$ cat src/rtl/divider_unit_if.sv
// divider_unit_if: Start/Busy/Done handshake bundle for the 8-bit divider.
//   master : controller side, drives start and the operands, observes results
//   slave  : divider side, samples start and operands, drives q/r/busy/done/div_zero
//   start, dividend[7:0], divisor[7:0]  request and operands
//   q[7:0], r[7:0], busy, done, div_zero result and status
interface divider_unit_if;
  logic       start;
  logic [7:0] dividend;
  logic [7:0] divisor;
  logic [7:0] q;
  logic [7:0] r;
  logic       busy;
  logic       done;
  logic       div_zero;

  modport master (
    output start, dividend, divisor,
    input  q, r, busy, done, div_zero
  );

  modport slave (
    input  start, dividend, divisor,
    output q, r, busy, done, div_zero
  );
endinterface

$ cat src/rtl/divider_unit.sv
// divider_unit: sequential restoring (shift-subtract) divider, 8-bit operands,
// fixed 10-cycle latency from the accepting edge to done.
// Ports:
//   clk    system clock, rising edge
//   rst_n  asynchronous active-low reset
//   bus    divider_unit_if.slave (start/dividend/divisor in; q/r/busy/done/div_zero out)
// Build option: define DIVIDER_SIGNED_EN for two's-complement operands
// (truncating quotient, remainder takes the dividend's sign); default is unsigned.
module divider_unit (
  input  logic           clk,
  input  logic           rst_n,
  divider_unit_if.slave  bus
);

  localparam int unsigned W  = 8;
  localparam int unsigned CW = 3;

  typedef enum logic [2:0] {
    S_IDLE,
    S_LOAD,
    S_ITER,
    S_FIX,
    S_DONE
  } state_t;

  state_t          state;
  state_t          state_next;
  logic            accept_c;

  logic [W-1:0]    dvd_r;
  logic [W-1:0]    dvs_r;
  // Partial remainder never reaches the divisor, so its top bit is always zero
  // and only the low 8 bits are stored; the compare itself is done in 9 bits.
  logic [W-1:0]    p_r;
  logic [W-1:0]    qs_r;
  logic [W-1:0]    d_r;
  logic [CW-1:0]   cnt_r;
  logic [W-1:0]    q_r;
  logic [W-1:0]    r_r;
  logic            busy_r;
  logic            done_r;
  logic            dz_r;

  logic [W:0]      p_shift_c;
  logic [W:0]      t_c;
  logic [W-1:0]    dvd_mag_c;
  logic [W-1:0]    dvs_mag_c;
  logic [W-1:0]    q_fix_c;
  logic [W-1:0]    r_fix_c;

`ifdef DIVIDER_SIGNED_EN
  logic            q_neg_r;
  logic            r_neg_r;
`endif

  // State register
  always_ff @(posedge clk or negedge rst_n) begin
    if (!rst_n) state <= S_IDLE;
    else        state <= state_next;
  end

  // Next-state and start acceptance
  always_comb begin
    state_next = state;
    accept_c   = 1'b0;
    case (state)
      S_IDLE: if (bus.start) begin
        state_next = S_LOAD;
        accept_c   = 1'b1;
      end
      S_LOAD: state_next = S_ITER;
      S_ITER: if (cnt_r == CW'(W - 1)) state_next = S_FIX;
      S_FIX:  state_next = S_DONE;
      S_DONE: if (bus.start) begin
        state_next = S_LOAD;
        accept_c   = 1'b1;
      end
      default: state_next = S_IDLE;
    endcase
  end

  // One restoring step: shift {P,QS} left, trial-subtract the divisor in 9 bits
  always_comb begin
    p_shift_c = {p_r, qs_r[W-1]};
    t_c       = p_shift_c - {1'b0, d_r};
  end

  // Operand magnitudes and final result correction
  always_comb begin
`ifdef DIVIDER_SIGNED_EN
    dvd_mag_c = dvd_r[W-1] ? (~dvd_r + W'(1)) : dvd_r;
    dvs_mag_c = dvs_r[W-1] ? (~dvs_r + W'(1)) : dvs_r;
    if (dz_r) begin
      q_fix_c = '1;
      r_fix_c = dvd_r;
    end else begin
      q_fix_c = q_neg_r ? (~qs_r + W'(1)) : qs_r;
      r_fix_c = r_neg_r ? (~p_r + W'(1)) : p_r;
    end
`else
    dvd_mag_c = dvd_r;
    dvs_mag_c = dvs_r;
    q_fix_c   = qs_r;
    r_fix_c   = p_r;
`endif
  end

  // Datapath and registered outputs
  always_ff @(posedge clk or negedge rst_n) begin
    if (!rst_n) begin
      dvd_r   <= '0;
      dvs_r   <= '0;
      p_r     <= '0;
      qs_r    <= '0;
      d_r     <= '0;
      cnt_r   <= '0;
      q_r     <= '0;
      r_r     <= '0;
      busy_r  <= 1'b0;
      done_r  <= 1'b0;
      dz_r    <= 1'b0;
`ifdef DIVIDER_SIGNED_EN
      q_neg_r <= 1'b0;
      r_neg_r <= 1'b0;
`endif
    end else begin
      if (accept_c) begin
        dvd_r <= bus.dividend;
        dvs_r <= bus.divisor;
      end
      case (state)
        S_LOAD: begin
          p_r   <= '0;
          qs_r  <= dvd_mag_c;
          d_r   <= dvs_mag_c;
          cnt_r <= '0;
          dz_r  <= (dvs_r == '0);
`ifdef DIVIDER_SIGNED_EN
          q_neg_r <= dvd_r[W-1] ^ dvs_r[W-1];
          r_neg_r <= dvd_r[W-1];
`endif
        end
        S_ITER: begin
          if (!t_c[W]) begin
            p_r  <= t_c[W-1:0];
            qs_r <= {qs_r[W-2:0], 1'b1};
          end else begin
            p_r  <= p_shift_c[W-1:0];
            qs_r <= {qs_r[W-2:0], 1'b0};
          end
          cnt_r <= cnt_r + CW'(1);
        end
        S_FIX: begin
          q_r <= q_fix_c;
          r_r <= r_fix_c;
        end
        default: ;
      endcase
      busy_r <= (state_next == S_LOAD) || (state_next == S_ITER) || (state_next == S_FIX);
      done_r <= (state_next == S_DONE);
    end
  end

  assign bus.q        = q_r;
  assign bus.r        = r_r;
  assign bus.busy     = busy_r;
  assign bus.done     = done_r;
  assign bus.div_zero = dz_r;

endmodule
$ cat src/flat_wrapper.sv
// flat-port wrapper written by rule: the top's interface ports become plain ports
module divider_unit_flat 
  (clk, rst_n, bus_start, bus_dividend, bus_divisor, bus_q, bus_r, bus_busy, bus_done, bus_div_zero);
  divider_unit_if bus_i ();
  input  logic clk;
  input  logic rst_n;
  input wire logic [$bits(bus_i.start)-1:0] bus_start;
  input wire logic [$bits(bus_i.dividend)-1:0] bus_dividend;
  input wire logic [$bits(bus_i.divisor)-1:0] bus_divisor;
  output wire logic [$bits(bus_i.q)-1:0] bus_q;
  output wire logic [$bits(bus_i.r)-1:0] bus_r;
  output wire logic [$bits(bus_i.busy)-1:0] bus_busy;
  output wire logic [$bits(bus_i.done)-1:0] bus_done;
  output wire logic [$bits(bus_i.div_zero)-1:0] bus_div_zero;
  assign bus_i.start = bus_start;
  assign bus_i.dividend = bus_dividend;
  assign bus_i.divisor = bus_divisor;
  assign bus_q = bus_i.q;
  assign bus_r = bus_i.r;
  assign bus_busy = bus_i.busy;
  assign bus_done = bus_i.done;
  assign bus_div_zero = bus_i.div_zero;
  divider_unit u_core (.clk(clk), .rst_n(rst_n), .bus(bus_i));
endmodule
$ cat config.mk
export PLATFORM = sky130hd
export DESIGN_NAME = divider_unit_flat
export DESIGN_NICKNAME = d
export VERILOG_FILES = /design/src/rtl/divider_unit_if.sv /design/src/rtl/divider_unit.sv /design/src/flat_wrapper.sv
export SDC_FILE = /design/constraint.sdc
export NUM_CORES = 1
export LEC_CHECK = 0
export ABC_AREA = 1
export BUFFER_PORTS_ARGS = -buffer_cell sky130_fd_sc_hd__buf_2
export CAP_MARGIN = 20
export CELL_PAD_IN_SITES_DETAIL_PLACEMENT = 0
export CELL_PAD_IN_SITES_GLOBAL_PLACEMENT = 2
export CORE_MARGIN = 1
export CORE_UTILIZATION = 35
export DETAILED_ROUTE_END_ITERATION = 16
export PLACE_DENSITY = 0.78
export SLEW_MARGIN = 20
export SYNTH_ARGS = -nofsm -noshare
export SYNTH_HDL_FRONTEND = slang
export SYNTH_SLANG_ARGS = --single-unit
$ cat constraint.sdc
create_clock -name clk -period 1.94 [get_ports clk]
set_input_delay 0.194 -clock clk [delete_from_list [all_inputs] [get_ports clk]]
set_output_delay 0.194 -clock clk [all_outputs]
set_load 0.05 [all_outputs]
==> metrics.csv, run 1 <==
metric,value,unit
grt_pass1_vias,2290,
synth_area,0.003077,sq mm
setup_viol,0,
worst_path_max_delay_cell,dfrtp_1,
period_minus_slack,1.856,ns
path_clk_slew,0.08,ns
nNetsFinal,419,
syn_area_per_cell,9.130,sq um
crit_fanout,5,
synthAdderAreaFrac,0.04717,
synth.distinct_cells,33,
pre_cts_ws,0.005810,ns
die-width,95.76,um
final-hold-violation-count,0,
crit_start,u_core.d_r[0],
initial_core_util,0.3671,
drtAntennaViolNets,0,
cts_tree,yes,
h-tree-depth,3,
synth_compound_area_frac,0.09679,
clk_latency,0.35,ns
drive_gt1_frac,0.2614,
grt_start_max_net_pins,53,
max-cap-violations,0,
place_hpwl,4.849,mm
cts.sinks,65,
cellLeakagePower,0.001958,uW
finalSetupTns,0,ns
hp-class,input pin to flip-flop,
path_cells,ha_4 > fa_2 > inv_2 > nand2_2 > nand2_2 > nand3_4 > nand2_4 > nand2_8 > nand2_4 > nand2_1 > nand3_1 > nand2_1,
power.density,2025,mW/mm^2
numCtsBuffers,9,
timing.rr.start,u_core.d_r[0],
synth_top_family_by_area,simple AND/OR/NAND/NOR gates,
worstHoldStart,bus_dividend[1],
gp_congestion,0.7409,
area_growth,22.85,%
die_y,95.76,um
grt_overflow,0,
wire_per_inst,13.59,um
crit_type,flip-flop to flip-flop,
final_max_slew_viol_count,0,
num_vias,2344,
grt_first_pass_wirelength,11.20,mm
cts_root_buf,clkbuf_8,
critPathCaptureType,flip-flop,
yosysWarnings,0,
antenna_found_initial,0,
io_pins,38,
fillers,852,
slew_headroom,0.7494,
p_total,7653,uW
worstMarginPinSlew,0.3758,ns
drt-initial-drc-count,69,
crit_path_max_incr_delay,0.42,ns
dieArea,0.009170,sq mm
drt_wl_total,6.779,mm
muxShareOfSynthArea,0.04026,
row_count,33,
remaining_drc_errors,0,
critPathArrivalTime,2.09,ns
drt-vias-per-instance,4.697,
diodes,0,
synthCells,337,
drt_pass1_iterations,4,
rsz0062_at_grt,yes,
cts_max_path_buffers,2,
post-route-period-util,0.9568,
vdd_ir_drop_max,778.9,uV
synth_nets,367,
io_buffer_count,37,
core_area,0.008382,sq mm
synth-simple-area-share,0.2033,
critPathLaunchType,flip-flop,
setup_slack,0.08375,ns
yosys_register_bits,65,
whs,0.06931,ns
fmax,538.7,MHz
status,"complete, no violations",
synth_xor_xnor_area_share,0.008540,
fin_skew,0.007063,ns
grt_usage,0.1668,
required,2.18,ns
yosysSeqAreaShare,0.5287,
==> flip-flops by register name, summed over array words and instances (netlist names) <==
name / flops
u_core.p_r: 8
u_core.cnt_r: 3
u_core.bus.busy: 1
u_core.bus.div_zero: 1
u_core.dvd_mag_c: 8
u_core.state: 3
u_core.q_fix_c: 8
u_core.d_r: 8
u_core.bus.r: 8
u_core.dvs_mag_c: 8
u_core.bus.done: 1
u_core.bus.q: 8
==> synth_stat cells <==
cell type | instances | area [sq um]
o21ai_0 | 30 | 150.1
o21a_1 | 1 | 7.510
nand4_1 | 1 | 6.260
buf_2 | 3 | 15.01
fa_1 | 1 | 20.02
a22oi_1 | 7 | 52.55
nand3_1 | 20 | 100.1
nor2_1 | 10 | 37.54
nor2_2 | 2 | 12.51
o211ai_1 | 1 | 7.510
dfrtp_1 | 65 | 1627
mux2_2 | 11 | 123.9
xor2_1 | 1 | 8.760
nand2_4 | 1 | 11.26
ha_1 | 10 | 125.1
nand3b_1 | 2 | 15.01
buf_6 | 1 | 11.26
or2_0 | 1 | 6.260
o41ai_1 | 1 | 8.760
clkbuf_8 | 1 | 13.76
a21oi_1 | 9 | 45.04
nand3_4 | 1 | 17.52
nand2_1 | 92 | 345.3
or2_1 | 1 | 6.260
xnor2_1 | 2 | 17.52
inv_1 | 45 | 168.9
clkbuf_1 | 4 | 15.01
a21oi_2 | 1 | 8.760
inv_2 | 2 | 7.510
nand3_2 | 1 | 10.01
a22o_1 | 2 | 17.52
nand2_8 | 1 | 20.02
nand2_2 | 6 | 37.54
==> through the flow <==
stage,instance area (sq um),utilization,cells
after global placement,3411,0.4069,478
after detailed placement,3411,0.4069,478
after global routing,3780,0.4510,499
after floorplan,3077,-,337
final,3780,0.4510,499
after CTS,3664,0.4371,495
==> layer usage <==
layer / routed length (um) / GRT usage / vias to the layer above
met3: 241 / 0.04502 / 10
met4: 141 / 0.07214 / 0
met2: 2950 / 0.2399 / 47
met5: 0 / 0 / -
met1: 3445 / 0.2351 / 1094
li1: - / - / 1193
==> layout by cell type, fill, tap and decap left out, drive strengths merged, types with 3 or more instances in the layout <==
cell type	count
o21ai	30
nand2	102
nor2	12
a22oi	7
buf	46
inv	48
bufinv	3
dfrtp	65
a21oi	10
ha	10
nand3	23
clkbuf	10
mux2	11
==> path summary, 6_finish.rpt <==
kind,cells after the start,to,slack (ns)
hold / removal,2,u_core.dvd_mag_c[1],0.07
min in group asynchronous,2,u_core.dvs_mag_c[4],0.30
setup / recovery,12,u_core.p_r[0],0.08
setup reg to reg,12,u_core.p_r[0],0.08
hold reg to reg,2,u_core.bus.q[1],0.48
max in group asynchronous,3,u_core.d_r[2],1.04
==> critical path: cells and delay by family, from the launching register on <==
family | cells | cell delay [ns]
simple gates | 9 | 0.68
buf+inv | 1 | 0.07
flops | 1 | 0.42
fa+ha+maj | 2 | 0.55
==> report_power, final <==
part	leakage [uW]	internal [uW]	switching [uW]
registers	0.000801	1960	331
logic	0.00104	1350	2600
clock network	0.000117	861	553
total	0.00196	4170	3480
==> cell families (layout without fill, tap and decap cells) <==
| family | after synthesis | count (layout) |
|---|---|---|
| AND/OR/NAND/NOR | 139 | 142 |
| flip-flops | 65 | 65 |
| buffers and inverters | 56 | 110 |
| AO/OA/AOI/OAI | 52 | 52 |
| adder cells (fa/ha/maj) | 11 | 11 |
| multiplexers | 11 | 11 |
| XOR/XNOR | 3 | 3 |
==> cell type report <==
class | instances | area, sq um | share of cell area
Clock buffer | 10 | 127.6 | 0.03376
Clock inverter | 6 | 115.1 | 0.03045
Inverter | 47 | 176.4 | 0.04667
Multi-Input combinational cell | 219 | 1328 | 0.3512
Sequential cell | 65 | 1627 | 0.4303
Tap cell | 105 | 131.4 | 0.03476
Timing Repair Buffer | 47 | 275.3 | 0.07282
==> timing repair <==
action / 4_1_cts / 5_1_grt
endpoints found under the hold margin: 13 / 0
setup buffers: 0 / 1
gates resized for setup: 0 / 18
endpoints found under the setup margin: 0 / 9
hold buffers: 1 / 0
No activity file was read; power rests on OpenSTA's default activity.
==> run 2: changes to the inputs <==
Settings changed: CORE_ASPECT_RATIO from default to 0.75, GPL_ROUTABILITY_DRIVEN from default to 0.
==> run 2 against run 1 <==
Utilization fell by 0.36 points. Largest power group unchanged. Non-clock buffer count fell by 1. Critical path depth did not move. Combinational power fell by 3%. Largest cell class unchanged. Clock power rose by 13%.
==> metrics.csv, run 2 (synthesis gave the netlist of run 1 again) <==
metric,value,unit,change
io_buffer_count,37,,unchanged
wl_met3,293,um,+22%
slew_headroom,0.6177,,-0.1317
row_count,29,,-12%
cpMostUsedCell,nand2_1,,
cellLeakagePower,0.001967,uW,+0.48%
drt-initial-drc-count,131,,+90%
core_area,0.008491,sq mm,+1.3%
drt_wl_total,6.770,mm,-0.13%
dieArea,0.009173,sq mm,about the same
numPlacedInstances,481,,+0.63%
crit_path_max_incr_delay,0.38,ns,-0.04 ns
wl_met1,3.697,mm,+7.3%
stdcell_count,499,,unchanged
post-route-period-util,0.9409,,-0.01595
final_max_slew_viol_count,0,,unchanged
cts.sinks,65,,unchanged
layout_common_cells,"91 x nand2_1, 65 x dfrtp_1, 44 x inv_1, 37 x buf_2, 30 x o21ai_0",,
critPathArrivalTime,2.04,ns,-0.05 ns
fin_skew,0.006056,ns,-0.001008 ns
grt_overflow,0,,unchanged
hp-class,input pin to flip-flop,,
power.density,2028,mW/mm^2,+0.16%
grt_usage,0.1669,,about the same
holdPathEnd,u_core.dvd_mag_c[6],,
hold_depth,2,,unchanged
die-width,110.3,um,+15%
register_area,0.001627,sq mm,unchanged
pre_cts_ws,0.01243,ns,+0.006617 ns
finalSetupTns,0,ns,unchanged
period_minus_slack,1.825,ns,-0.03095 ns
final-hold-violation-count,0,,unchanged
final_core_util,0.4474,,-0.003571
grt_first_pass_wirelength,11.41,mm,+1.8%
required,2.16,ns,-0.02 ns
wire_per_inst,13.57,um,-0.13%
cts_max_path_buffers,2,,unchanged
layout_commonest_cell,nand2_1,,
path_clk_slew,0.06,ns,-0.02 ns
timing.rr.start,u_core.d_r[0],,
antenna_found_initial,0,,unchanged
fmax,547.9,MHz,+1.7%
cts_tree,yes,,
initial_core_util,0.3624,,-0.004706
worstRegToRegCells,12,,unchanged
post_cts_buffers,0,,unchanged
die_y,83.20,um,-13%
crit_type,flip-flop to flip-flop,,
drtAntennaViolNets,0,,unchanged
rsz0062_at_grt,yes,,
p_total,7703,uW,+0.66%
drt_pass1_iterations,4,,unchanged
worst_path_max_delay_cell,dfrtp_1,,
nNetsFinal,417,,-0.48%
h-tree-depth,3,,unchanged
area_growth,23.46,%,
vdd_ir_drop_max,924.4,uV,+19%
max-cap-violations,0,,unchanged
cts_root_buf,clkbuf_16,,
grt_pass1_vias,2260,,-1.3%
critPathLaunchType,flip-flop,,
setup_slack,0.1147,ns,+0.03095 ns
numCtsBuffers,9,,unchanged
remaining_drc_errors,0,,unchanged
r2r_slack,0.11,ns,+0.03 ns
num_vias,2323,,-0.90%
place_hpwl,4.785,mm,-1.3%
drt-vias-per-instance,4.655,,-0.90%
io_pins,38,,unchanged
fillers,862,,+1.2%
worstHoldStart,bus_dividend[6],,
multi_input_area,0.001299,sq mm,-2.2%
setup_viol,0,,unchanged
diodes,0,,unchanged
status,"complete, no violations",,
r2r-end,u_core.p_r[2],,
path_cells,ha_2 > fa_2 > inv_2 > nand2_1 > nand2_2 > nand3_4 > nand2_4 > nand2_8 > nand2_4 > nand2_1 > nand3_1 > nand2_1,,
crit_fanout,10,,+5
top_layer_used,met4,,
clk_latency,0.33,ns,-0.02 ns
drive_gt1_frac,0.2430,,-0.01845
grt_start_max_net_pins,43,,-19%
route.met2.wl,2.731,mm,-7.4%
critPathCaptureType,flip-flop,,
worstMarginPinSlew,0.5734,ns,+0.1976 ns
==> run 2: cell types whose count changed in the layout (fill, tap and decap cells not counted), moves of 2 or more <==
cell and delta:
clkbuf_16 +9, clkbuf_8 -9, nand2_1 +6, nand2_2 -6, bufinv_16 -2
==> run 2: timing repair <==
action,CTS,global route
hold buffers,1,0
pin swaps,0,4
endpoints found under the hold margin,23,0
endpoints found under the setup margin,3,9
cloned,0,2
gates resized for setup,1,10
==> run 2: final cells by class <==
cell class | instances | share of cell area
clock buffers | 9 | 0.05929
clock inverters | 6 | 0.01812
inverters | 47 | 0.04644
multi-input cells | 218 | 0.3419
flip-flops and latches | 65 | 0.4282
well taps | 108 | 0.03557
repair buffers | 46 | 0.07049
==> run 2: worst max-delay path: cells and delay by family (launching register included) <==
| family | cells | cell delay (ns) |
|---|---|---|
| AND/OR/NAND/NOR | 9 | 0.72 |
| adder cells (fa/ha/maj) | 2 | 0.55 |
| buffers and inverters | 1 | 0.06 |
| flip-flops | 1 | 0.38 |
==> run 2: per-layer routing <==
metal  vias up  GRT usage
met5         -          0
met4         0    0.06100
met3         4    0.04631
met2        47     0.2095
met1      1080     0.2655
li1       1192          -
==> run 2: worst max-delay path by stage <==
stage	start	endpoint	slack, ns	depth (start not counted)
4_1_cts	u_core.d_r[0]	u_core.p_r[6]	0.05	12
3_3_place_gp	u_core.q_fix_c[7]	u_core.p_r[6]	0.09	13
3_5_place_dp	u_core.d_r[0]	u_core.p_r[1]	0.01	12
2_1_floorplan	u_core.q_fix_c[7]	u_core.p_r[5]	0.17	13
6_report	u_core.d_r[0]	u_core.p_r[2]	0.11	12
5_1_grt	u_core.q_fix_c[7]	u_core.p_r[3]	-0.01	13
==> run 2: where the power goes <==
part / internal [uW] / switching [uW] / total, uW
clock: 992 / 595 / 1590
combinational: 1310 / 2510 / 3820
sequential: 1960 / 327 / 2290
==> run 2: stage by stage <==
stage	hold WS (ns)	cell area [sq um]
2_1_floorplan	-0.1016	3077
3_3_place_gp	0.2161	3415
3_5_place_dp	0.2113	3415
4_1_cts	0.07843	3721
5_1_grt	0.08210	3799
6_report	0.09385	3799
